<file path="src/rtl/adder_pkg.sv">
// Shared definitions for the slice-serial adder: FSM encoding and slice geometry.
package adder_pkg;

    localparam int SLICE_W = 4;

    typedef enum logic [1:0] {
        IDLE = 2'd0,
        RUN  = 2'd1,
        DONE = 2'd2
    } state_e;

    // Width of the slice index; one bit minimum so a single-slice build still has a legal vector.
    function automatic int idx_w(input int width);
        return (width / SLICE_W > 1) ? $clog2(width / SLICE_W) : 1;
    endfunction

endpackage

</file>
<file path="src/rtl/adder_4bit.sv">
// 4-bit ripple slice: {Cout, Sum} = A + B + C.
module adder_4bit (
    input  logic [3:0] A,
    input  logic [3:0] B,
    input  logic       C,
    output logic [3:0] Sum,
    output logic       Cout
);

    // Plain 5-bit add; the top bit is the slice carry-out.
    assign {Cout, Sum} = {1'b0, A} + {1'b0, B} + {4'b0, C};

endmodule

</file>
<file path="src/rtl/seq_adder_16.sv">
// Slice-serial add/subtract: one 4-bit slice per cycle through a single adder_4bit,
// valid/ready on both sides, result held in DONE until the consumer takes it.
module seq_adder_16
    import adder_pkg::*;
#(
    parameter int WIDTH = 16
) (
    input  logic             clk,
    input  logic             rst_n,
    input  logic             in_valid,
    output logic             in_ready,
    input  logic [WIDTH-1:0] a,
    input  logic [WIDTH-1:0] b,
    input  logic             sub,
    output logic             out_valid,
    input  logic             out_ready,
    output logic [WIDTH-1:0] sum,
    output logic             cout,
    output logic             ovf,
    output logic             zero
);

    localparam int NSL = WIDTH / SLICE_W;
    localparam int IW  = idx_w(WIDTH);

    state_e             state, state_nx;
    logic [WIDTH-1:0]   a_r, b_r, sum_r;
    logic               carry_r, sub_r;
    logic [IW-1:0]      idx;
    logic               last;

    logic [SLICE_W-1:0] sl_a, sl_b, sl_sum;
    logic               sl_cin, sl_cout;

    // Operand slices selected by the running index.
    assign sl_a   = a_r[idx*SLICE_W +: SLICE_W];
    assign sl_b   = b_r[idx*SLICE_W +: SLICE_W];
    // The first slice takes the subtract carry-in straight from the latched mode;
    // later slices ripple through carry_r.
    assign sl_cin = (idx == '0) ? sub_r : carry_r;
    assign last   = (idx == IW'(NSL - 1));

    adder_4bit u_slice (
        .A    (sl_a),
        .B    (sl_b),
        .C    (sl_cin),
        .Sum  (sl_sum),
        .Cout (sl_cout)
    );

    // State register.
    always_ff @(posedge clk or negedge rst_n) begin
        if (!rst_n) state <= IDLE;
        else        state <= state_nx;
    end

    // Next state and handshake outputs.
    always_comb begin
        state_nx  = state;
        in_ready  = 1'b0;
        out_valid = 1'b0;
        case (state)
            IDLE: begin
                in_ready = 1'b1;
                if (in_valid) state_nx = RUN;
            end
            RUN: begin
                if (last) state_nx = DONE;
            end
            DONE: begin
                out_valid = 1'b1;
                if (out_ready) state_nx = IDLE;
            end
            default: state_nx = IDLE;
        endcase
    end

    // Operand capture and per-slice accumulation.
    always_ff @(posedge clk or negedge rst_n) begin
        if (!rst_n) begin
            a_r     <= '0;
            b_r     <= '0;
            sum_r   <= '0;
            carry_r <= 1'b0;
            sub_r   <= 1'b0;
            idx     <= '0;
        end else begin
            case (state)
                IDLE: if (in_valid) begin
                    a_r     <= a;
                    b_r     <= sub ? ~b : b;
                    carry_r <= sub;
                    sub_r   <= sub;
                    idx     <= '0;
                end
                RUN: begin
                    sum_r[idx*SLICE_W +: SLICE_W] <= sl_sum;
                    carry_r                       <= sl_cout;
                    idx                           <= idx + 1'b1;
                end
                default: ;
            endcase
        end
    end

    assign sum  = sum_r;
    assign cout = carry_r;
    assign ovf  = (a_r[WIDTH-1] == b_r[WIDTH-1]) && (sum_r[WIDTH-1] != a_r[WIDTH-1]);
    assign zero = (sum_r == '0);

endmodule
</file>
<file path="config.mk">
export PLATFORM = sky130hd
export DESIGN_NAME = seq_adder_16
export DESIGN_NICKNAME = d
export VERILOG_FILES = /design/src/rtl/adder_pkg.sv /design/src/rtl/adder_4bit.sv /design/src/rtl/seq_adder_16.sv
export SDC_FILE = /design/constraint.sdc
export NUM_CORES = 1
export LEC_CHECK = 0
export BUFFER_PORTS_ARGS = -buffer_cell sky130_fd_sc_hd__buf_2
export CELL_PAD_IN_SITES_DETAIL_PLACEMENT = 1
export CELL_PAD_IN_SITES_GLOBAL_PLACEMENT = 2
export CORE_MARGIN = 8
export CORE_UTILIZATION = 35
export DETAILED_ROUTE_END_ITERATION = 8
export PLACE_DENSITY_LB_ADDON = 0.1
export SLEW_MARGIN = 30
export SYNTH_ARGS = -nofsm -noshare
export SYNTH_HDL_FRONTEND = slang
export SYNTH_SLANG_ARGS = --single-unit
export TNS_END_PERCENT = 10
</file>
<file path="constraint.sdc">
create_clock -name clk -period 3.4 [get_ports clk]
set_input_delay 0.68 -clock clk [delete_from_list [all_inputs] [get_ports clk]]
set_output_delay 0.68 -clock clk [all_outputs]
set_load 0.005 [all_outputs]
</file>
==> impl_summary.md <==
Run status
The run finished with clean final reports.

Floorplanning
The x dimension of the die is ~100 um. The starting utilization of the core area is 35.6%. The vertical extent of the die is 104 um. The area of the die is 0.0109 mm2.

The standard cell core area is 0.00765 mm2. The count of boundary I/O pins is 58. The floorplan has 32 rows.

CTS
The quantity of gates resized following cts is 0. The maximum root-to-sink buffer count is 2. TritonCTS built the clock tree. The later-pin clock latency in the skew report is 0.32 ns. The root cell of the clock tree is sky130_fd_sc_hd__clkbuf_8. The number of buffers inserted during clock tree synthesis is 5. The H-tree was split into 2 levels.

After clock tree synthesis, the clock-pin slew on the worst setup and hold paths is 0.11 ns. For this design, the sink count on the clock tree is 54. Once the clock tree was built, the setup fixing pass inserted 0 buffers.

For this design, the CTS-stage hold fixing added 0 buffers.

Detailed routing
After detailed routing, the average wire length per cell comes to 16.3 um. Once detail routing completed, the nets flagged for antenna violations numbered 0. After detailed routing, the total wire length is 6.29 mm. For this run, design rule violations remaining after detail routing come to 0. Detailed routing inserted a total of 1861 vias. The first routing iteration left between 40 and 50 violations. The post-detailed-route via-to-cell ratio is 4.81. The number of detailed-routing iterations run before antenna repair is 4.

Critical path
STA puts the critical path data required time at 3.59 ns. The worst setup path is of the register to register kind. Counting both buffers and inverters, the worst setup path holds a total of 2. The category of the worst setup path launch point is a register. The arrival time at the worst endpoint is 2.99 ns. The cell family contributing the most delay on the critical path is adder cells.

The critical path goes through inv_1 > ha_1 > mux2i_1 > fa_1 > inv_1 > fa_1 > xnor2_1 > o31ai_1. On the worst path, the slowest cell contributes a delay of 0.66 ns. STA classifies the critical path endpoint as a register. On the critical path, the stage with the largest delay is an instance of sky130_fd_sc_hd__dfrtp_1. The largest fanout on the critical path is 9.

Layout
The layout overhead on the synthesized area is 17.9%. The antenna cell count is 0. In the final design database the tool counted 331 nets. The post-route netlist has between 30% and 40% of its cells at a drive strength greater than 1.

STA
The final setup slack of the worst path is 0.605 ns. The final worst clock skew is approximately 0.013 ns. The max-slew violation count is 0. Static timing analysis puts the maximum clock frequency at 358 MHz. Headroom to the max-slew limit came out at 46.2%.

The number of endpoints with negative hold slack in the final report came to 0. The smallest clock period supported by the final layout is computed as 2.79 ns. For the pin with the worst max-slew slack, the measured transition is 0.806 ns. The setup total negative slack is 0 ns. Setup repair after global routing left no endpoint under its margin.

The post-route fraction of the period consumed by the critical path is 82.2%. Setup violations remaining at the end of the flow were counted as 0.

Place
At the placement stage, the worst setup path has a slack of 0.534 ns. The congestion estimate from routability-driven global placement came to 0.705. Detailed placement finished with a half-perimeter wire length of between 4 and 5 mm. The count of input and output buffers is 57.

Power
Summing internal, switching and leakage power gives 3.35 mW. The analysis attributes to cell leakage a power of 1.50 nW. The worst-case IR drop observed on VDD is between 0.3 and 0.4 mV. Dividing total power by cell area gives a power density of 1040 mW/mm2.

Synthesis
The synthesized netlist occupies a cell area of between 0.002 and 0.003 mm2. The synthesized design contains 0 enable-type register cells. The number of different library cells used by synthesis comes to 35.

Counting every instance in the synthesized netlist gives 225. The post-synthesis net count is 272. For this run, the register share of the synthesized area comes to between 40% and 50%. In the synthesized netlist the dominant register cell turns out to be sky130_fd_sc_hd__dfrtp_1. Synthesis inferred 54 register bits. The mean area per synthesized cell is 12.1 um2. Yosys printed 0 warnings. The fraction of registers with async set/reset is 100%.

GRT
The remaining global-route overflow is 0. The via count of the first global-routing pass is 2064. The pin count of the biggest net entering global routing is between 50 and 60. The combined global-route utilization of all metal layers is 12.3%. The first-pass GRT wire length is about 11 mm.

The number of antenna violations at the first check in global routing came to 0.

Worst hold path
The worst hold path class is input pin to async pin.

Flow run
The max-capacitance violation count is 0.
layout by cell type (no fill, tap or decap), types with 6 or more instances in the layout:
| master | instances |
|---|---|
| sky130_fd_sc_hd__buf_2 | 57 |
| sky130_fd_sc_hd__dfrtp_1 | 54 |
| sky130_fd_sc_hd__nor2_1 | 22 |
| sky130_fd_sc_hd__nand2_1 | 18 |
| sky130_fd_sc_hd__a21oi_1 | 18 |
| sky130_fd_sc_hd__xnor2_1 | 17 |
| sky130_fd_sc_hd__mux2_4 | 14 |
| sky130_fd_sc_hd__inv_1 | 9 |
| sky130_fd_sc_hd__mux4_2 | 8 |
| sky130_fd_sc_hd__ha_1 | 8 |
| sky130_fd_sc_hd__o21ai_0 | 6 |
| sky130_fd_sc_hd__a22o_1 | 6 |
| sky130_fd_sc_hd__o31ai_1 | 6 |
| sky130_fd_sc_hd__clkbuf_8 | 6 |
cell type report:
| cell class | instances | area [um2] |
|---|---|---|
| tap | 102 | 128 |
| inverter | 9 | 33.8 |
| multi-input combinational | 152 | 1270 |
| fill | 867 | 4440 |
| clock buffer | 6 | 82.6 |
| timing repair buffer | 62 | 323 |
| sequential | 54 | 1350 |
| clock inverter | 2 | 16.3 |
sequential cells by signal, indices dropped and copies added, names as in the netlist:
signal  cells
cout        1
b_r        16
a_r        16
state       2
sum        16
sub_r       1
idx         2
cell usage after synthesis (2+ instances only):
cell                      instances  area (um2)
sky130_fd_sc_hd__dfrtp_1         54        1350
sky130_fd_sc_hd__nor2_1          22        82.6
sky130_fd_sc_hd__a21oi_1         18        90.1
sky130_fd_sc_hd__nand2_1         18        67.6
sky130_fd_sc_hd__xnor2_1         17         149
sky130_fd_sc_hd__mux2_4          14         210
sky130_fd_sc_hd__inv_1            9        33.8
sky130_fd_sc_hd__ha_1             8         100
sky130_fd_sc_hd__mux4_2           8         180
sky130_fd_sc_hd__a22o_1           6        52.6
sky130_fd_sc_hd__buf_2            6        30.0
sky130_fd_sc_hd__o21ai_0          6        30.0
sky130_fd_sc_hd__o31ai_1          6        45.0
sky130_fd_sc_hd__nor4_1           5        31.3
sky130_fd_sc_hd__a22o_2           2        20.0
sky130_fd_sc_hd__buf_6            2        22.5
sky130_fd_sc_hd__fa_1             2        40.0
sky130_fd_sc_hd__mux2_2           2        22.5
sky130_fd_sc_hd__mux2i_1          2        20.0
sky130_fd_sc_hd__o21ai_2          2        17.5
sky130_fd_sc_hd__or3_1            2        12.5
routing by layer:
| layer | up-vias | wire length [um] | GRT usage, % |
|---|---|---|---|
| met5 | - | 0 | 0 |
| met2 | 41 | 2770 | 18.3 |
| met4 | 0 | 77 | 3.72 |
| met3 | 7 | 281 | 3.66 |
| li1 | 911 | - | - |
| met1 | 902 | 3170 | 16.8 |
where the power goes:
part	leakage (nW)	internal, mW	switching (mW)
clock	0.0478	0.168	0.226
combinational	0.797	0.861	0.930
sequential	0.657	0.934	0.228
kinds of logic (layout without fill, tap and decap cells):
| logic type | count (synthesis) | after routing | share of synthesized area [%] |
|---|---|---|---|
| flops | 54 | 54 | 49.7 |
| mux | 26 | 26 | 15.9 |
| buf+inv | 19 | 79 | 3.59 |
| simple gates | 55 | 55 | 9.66 |
| fa+ha+maj | 10 | 10 | 5.15 |
| compound gates | 43 | 43 | 10.3 |
| xor+xnor | 18 | 18 | 5.79 |
through the flow:
stage	util (%)	std cells	hold slack (ns)	cell area, um2
floorplan	-	225	0.384	2720
global placement	40.7	379	0.487	3110
detailed placement	40.7	379	0.490	3110
CTS	42.0	387	0.507	3210
global route	42.0	387	0.531	3210
finish	42.0	387	0.486	3210
path summary, 6_finish.rpt:
kind                               startpoint                   to  slack, ns  cells after the start
max                        idx[0]$_DFFE_PN0P_  sum[10]$_DFFE_PN0P_       0.61                      8
min                                     rst_n   a_r[0]$_DFFE_PN0P_       0.49                      2
max reg2reg                idx[0]$_DFFE_PN0P_  sum[10]$_DFFE_PN0P_       0.61                      8
min reg2reg                sum[0]$_DFFE_PN0P_   sum[0]$_DFFE_PN0P_       0.51                      2
max in group asynchronous               rst_n     cout$_DFFE_PN0P_       2.46                      2
min in group clk           sum[0]$_DFFE_PN0P_   sum[0]$_DFFE_PN0P_       0.51                      2
Power figures use the tool's default switching activity.
